--- src/rtl/cond_writeback_stage.sv ---
// rtl/cond_writeback_stage.sv - ARM-style condition check, NZCV update and registered writeback stage
//
// Purpose:
//   One-deep valid/ready register behind the alu. It evaluates the 4-bit condition
//   field against the architectural NZCV register as it stood before this
//   instruction. It updates NZCV under FlagW when the condition passes. It gates
//   PCSrc/RegWrite/MemWrite with the condition. It counts squashed instructions
//   in a saturating counter.
//
// Ports:
//   clk, reset          rising-edge clock, asynchronous active-high reset
//   in_valid/in_ready   upstream handshake (in_ready is combinational)
//   Cond, ALUFlags      condition field and {N,Z,C,V} produced by the alu
//   Result              alu result, registered into ResultOut
//   FlagW               [1] write N,Z  [0] write C,V
//   PCS, RegW, MemW     raw write intents, gated into PCSrc/RegWrite/MemWrite
//   out_valid/out_ready downstream handshake
//   ResultOut, CondEx   registered result and condition-pass
//   PCSrc, RegWrite,    registered, condition-gated write enables
//   MemWrite
//   Flags               architectural {N,Z,C,V}
//   SkipCount           saturating count of accepted condition-failed instructions

module cond_writeback_stage #(
  parameter int WIDTH = 32,
  parameter int CNT_W = 8
) (
  input  logic             clk,
  input  logic             reset,
  input  logic             in_valid,
  output logic             in_ready,
  input  logic [3:0]       Cond,
  input  logic [3:0]       ALUFlags,
  input  logic [WIDTH-1:0] Result,
  input  logic [1:0]       FlagW,
  input  logic             PCS,
  input  logic             RegW,
  input  logic             MemW,
  output logic             out_valid,
  input  logic             out_ready,
  output logic [WIDTH-1:0] ResultOut,
  output logic             CondEx,
  output logic             PCSrc,
  output logic             RegWrite,
  output logic             MemWrite,
  output logic [3:0]       Flags,
  output logic [CNT_W-1:0] SkipCount
);

  logic n, z, c, v;
  logic cond_pass;
  logic accept;

  assign {n, z, c, v} = Flags;

  // Evaluated against the current register, so an instruction never sees its own flag update.
  always_comb begin
    cond_pass = 1'b0;
    case (Cond)
      4'b0000: cond_pass = z;
      4'b0001: cond_pass = !z;
      4'b0010: cond_pass = c;
      4'b0011: cond_pass = !c;
      4'b0100: cond_pass = n;
      4'b0101: cond_pass = !n;
      4'b0110: cond_pass = v;
      4'b0111: cond_pass = !v;
      4'b1000: cond_pass = c & !z;
      4'b1001: cond_pass = !c | z;
      4'b1010: cond_pass = (n == v);
      4'b1011: cond_pass = (n != v);
      4'b1100: cond_pass = !z & (n == v);
      4'b1101: cond_pass = z | (n != v);
      4'b1110: cond_pass = 1'b1;
      default: cond_pass = 1'b0;
    endcase
  end

  assign in_ready = !out_valid | out_ready;
  assign accept   = in_valid & in_ready;

  always_ff @(posedge clk or posedge reset) begin
    if (reset) begin
      out_valid <= 1'b0;
      ResultOut <= '0;
      CondEx    <= 1'b0;
      PCSrc     <= 1'b0;
      RegWrite  <= 1'b0;
      MemWrite  <= 1'b0;
      Flags     <= 4'b0000;
      SkipCount <= '0;
    end else if (accept) begin
      out_valid <= 1'b1;
      // ResultOut loads even on a squashed instruction; the gated enables make it harmless.
      ResultOut <= Result;
      CondEx    <= cond_pass;
      PCSrc     <= PCS & cond_pass;
      RegWrite  <= RegW & cond_pass;
      MemWrite  <= MemW & cond_pass;
      if (cond_pass && FlagW[1]) Flags[3:2] <= ALUFlags[3:2];
      if (cond_pass && FlagW[0]) Flags[1:0] <= ALUFlags[1:0];
      if (!cond_pass && (SkipCount != {CNT_W{1'b1}}))
        SkipCount <= SkipCount + CNT_W'(1);
    end else if (out_ready) begin
      // Slot drained with nothing behind it; data outputs keep their last value.
      out_valid <= 1'b0;
    end
  end

endmodule

--- config.mk ---
export PLATFORM = sky130hd
export DESIGN_NAME = cond_writeback_stage
export DESIGN_NICKNAME = d
export VERILOG_FILES = /design/src/rtl/cond_writeback_stage.sv
export SDC_FILE = /design/constraint.sdc
export NUM_CORES = 1
export LEC_CHECK = 0
export CAP_MARGIN = 40
export CORE_ASPECT_RATIO = 1.5
export CORE_UTILIZATION = 43
export DETAILED_ROUTE_END_ITERATION = 8
export PLACE_DENSITY = 0.83
export RECOVER_POWER = 100
export SYNTH_ARGS = -nofsm -noshare
export SYNTH_HDL_FRONTEND = slang
export SYNTH_SLANG_ARGS = --single-unit
--- constraint.sdc ---
create_clock -name clk -period 4.3 [get_ports clk]
set_clock_uncertainty 0.2 [all_clocks]
set_input_delay 0.86 -clock clk [delete_from_list [all_inputs] [get_ports clk]]
set_output_delay 0.86 -clock clk [all_outputs]
set_load 0.03 [all_outputs]
==> results.tsv <==
stage	metric	value	unit
power	power density cells	456	mW/mm^2
synth	Cell Area, Synth	0.00217	sq mm
floorplan	die footprint	0.00534	sq mm
status	failing checks	capacitance limit, slew limit	
floorplan	io pins	99	
worst_setup_path	critical path required time	4.28	ns
worst_setup_path	critical path data arrival time	3.54	ns
worst_setup_path	Critical Path Max Stage Delay	0.74	ns
global_routing	initial antenna violation count	0	
routing	first drt pass iteration count	5	
synth	xor and xnor fraction of the mapped netlist area	3.23	%
final_layout	highest-count cells in the layout ignoring fill and taps	nand2_1 (106), dlygate4sd3_1 (53), dfrtp_1 (49)	
place	Final Wtd Congestion	0.748	
clocking	CTS Buf Count	5	
clocking	CTS Sinks	49	
timing	Tmin final	3.56	ns
floorplan	initial core utilization	44.8	%
synth	Synth Area in Adders	0.576	%
floorplan	Die X	60.0	microns
clocking	TritonCTS clock tree	yes	
clocking	htree depth	2	
status	status	finished, violations left	
clocking	Clk Latency, worst-skew pair	0.29	ns
synth	post-synthesis simple-gate area fraction	29.0	%
power	leakage	1.57	nW
final_layout	most common cell after layout, fill and taps aside	nand2_1	
synth	Synth cell types	33	
clocking	post-cts resize count	0	
synth	sequential fraction of the synthesis area	56.5	%
floorplan	Die Y	89.0	microns
final_layout	ratio of cells with drive above 1 in the final layout	4.49	%
worst_setup_path	critical path startpoint category	input pin	
timing	final hold viol count	0	
routing	met2 WL	2690	microns
synth	YS warnings	0	
routing	met3 wire len	374	microns
synth	#FFs+latches synth	49	
global_routing	vias in the first global route	1935	
final_layout	Layout area overhead	52.5	%
hold_path	hold crit path type	reg2reg	
timing	Fmax	281	MHz
timing	Pins Over Slew Limit	31	
place	hpwl dp	3880	microns
floorplan	core box area	0.00485	sq mm
synth	Mapped Cells	236	
worst_setup_path	Critical Path Sink Type	flop	
worst_setup_path	Slowest-stage cell, CP	dlygate4sd3_1	
worst_setup_path	CP cell instances	dlygate4sd3_1 > and2_0 > o32ai_1 > o311a_1 > nor4b_4 > clkbuf_1 > and3_2 > mux2_1	
timing	period utilization	82.7	%
routing	routed wire length	5110	microns
clocking	maximum clock path buffer count	2	
clocking	hold_buf cts	0	
clocking	clk root buf	clkbuf_8	
routing	Post-DRT Antenna Nets	0	
place	Port Buffers	98	
flow_run	Max-Cap Viols	1	
global_routing	grt total ovfl	0	
worst_setup_path	critical path fanouts, max	13	
global_routing	largest net degree at the start of global routing	34	
timing	Slew headroom	-1.95	%
power	peak supply drop	269	uV
routing	highest routed metal layer	met4	
hold_path	worst hold path depth	2	
global_routing	Total Routing Usage GR	20.9	%
synth	Compound-Gate Fraction of Synth Area	4.50	%
timing	RSZ-0062 raised after global routing	false	
worst_setup_path	R2R depth	7	
routing	via count	1911	
final_layout	post-layout util	68.3	%
clocking	postcts setup bufs	0	
routing	met1 WL	1970	microns
floorplan	Rows	31	
synth	synthesized area per cell	9.20	sq um
routing	wire per inst	12.8	microns
routing	drt drc	0	
timing	pin slew with the least headroom to its limit	1.53	ns
routing	initial DRC count	53	
synth	Post-Syn Nets	286	
timing	Hold Slack	0.270	ns
routing	DR vias/cell	4.78	
synth	main combinational cell family by area after synthesis	simple AND/OR/NAND/NOR gates	
timing	Setup Viol. Count Final	0	
final_layout	n_diodes	0	
synth	mux share of post-synthesis cell area	3.11	%
global_routing	first-pass GRT wire length	8420	microns
final_layout	fill cell count	416	
clocking	clk slew on worst S/H paths	0.08	ns
worst_setup_path	Worst Setup Path Type	in2reg	
timing	total negative setup slack	0	ns
final_layout	net count reported at finish	384	
[final cells by class]
cell class / count / area [sq um] / area share, %
Clock buffer: 7 / 86.3 / 2.61
Inverter: 4 / 15.0 / 0.454
Multi-Input combinational cell: 172 / 877 / 26.5
Sequential cell: 49 / 1230 / 37.0
Tap cell: 66 / 82.6 / 2.49
Timing Repair Buffer: 102 / 1020 / 30.9
[cell usage after synthesis (all sizes together)]
| cell type | n | area [sq um] |
|---|---|---|
| a21oi | 3 | 15.0 |
| a22o | 1 | 8.76 |
| a31oi | 1 | 6.26 |
| and2 | 2 | 12.5 |
| and3 | 3 | 20.0 |
| and4b | 1 | 10.0 |
| buf | 4 | 26.3 |
| clkbuf | 7 | 26.3 |
| dfrtp | 49 | 1230 |
| ha | 1 | 12.5 |
| inv | 4 | 15.0 |
| mux2 | 6 | 67.6 |
| nand2 | 106 | 398 |
| nand2b | 3 | 18.8 |
| nand3 | 6 | 30.0 |
| nand3b | 3 | 22.5 |
| nand4 | 5 | 31.3 |
| nor2 | 7 | 26.3 |
| nor2b | 2 | 12.5 |
| nor3b | 2 | 15.0 |
| nor4b | 2 | 32.5 |
| o211ai | 2 | 15.0 |
| o21ai | 5 | 25.0 |
| o311a | 1 | 10.0 |
| o311ai | 1 | 8.76 |
| o32ai | 1 | 8.76 |
| xnor2 | 7 | 61.3 |
| xor2 | 1 | 8.76 |
[flip-flops by register name, summed over array words and instances (netlist names)]
register   flops
CondEx         1
Flags          4
MemWrite       1
PCSrc          1
RegWrite       1
ResultOut     32
SkipCount      8
out_valid      1
[path summary, 6_finish.rpt]
check	start	end	slack (ns)
min reg2reg	ResultOut[19]$_DFFE_PP0P_	ResultOut[19]$_DFFE_PP0P_	0.27
max reg2reg	Flags[3]$_DFFE_PP0P_	SkipCount[1]$_DFFE_PP0P_	1.55
min	ResultOut[19]$_DFFE_PP0P_	ResultOut[19]$_DFFE_PP0P_	0.27
min in group asynchronous	reset	ResultOut[22]$_DFFE_PP0P_	0.94
max in group asynchronous	reset	ResultOut[6]$_DFFE_PP0P_	1.10
max	Cond[2]	SkipCount[1]$_DFFE_PP0P_	0.74
[metal layers]
metal / track usage (%) / vias up
li1: - / 958
met5: 0 / -
met1: 23.0 / 877
met2: 37.3 / 69
met3: 6.51 / 7
met4: 7.40 / 0
[power by group]
group	internal, W	leakage [nW]	switching, W
Sequential	0.000551	0.605	0.0000849
Clock	0.000128	0.0443	0.000136
Combinational	0.000263	0.923	0.000348
[cells by family (layout without fill, tap and decap cells)]
| logic type | after synthesis | count (layout) |
|---|---|---|
| AOI/OAI and AO/OA | 15 | 15 |
| xor gates and xnor gates | 8 | 8 |
| adders and majority gates | 1 | 1 |
| buffers and inverters | 15 | 113 |
| DFF | 49 | 49 |
| muxes | 6 | 6 |
| and+or+nand+nor | 142 | 142 |
[stage by stage]
step / instance area, sq um / total power (W) / worst slack [ns] / cells
floorplan: 2170 / 0.00101 / 1.53 / 236
global placement: 3200 / 0.00128 / 0.884 / 391
detailed placement: 3240 / 0.00131 / 0.806 / 393
CTS: 3330 / 0.00157 / 1.06 / 400
global route: 3310 / 0.00160 / 0.569 / 400
finish: 3310 / 0.00151 / 0.742 / 400
[critical path: cells and delay by family]
family	cells	cell delay [ns]
multiplexers	1	0.31
buffers and inverters	2	1.17
AND/OR/NAND/NOR	3	0.71
AO/OA/AOI/OAI	2	0.47
Power figures use the tool's default switching activity.
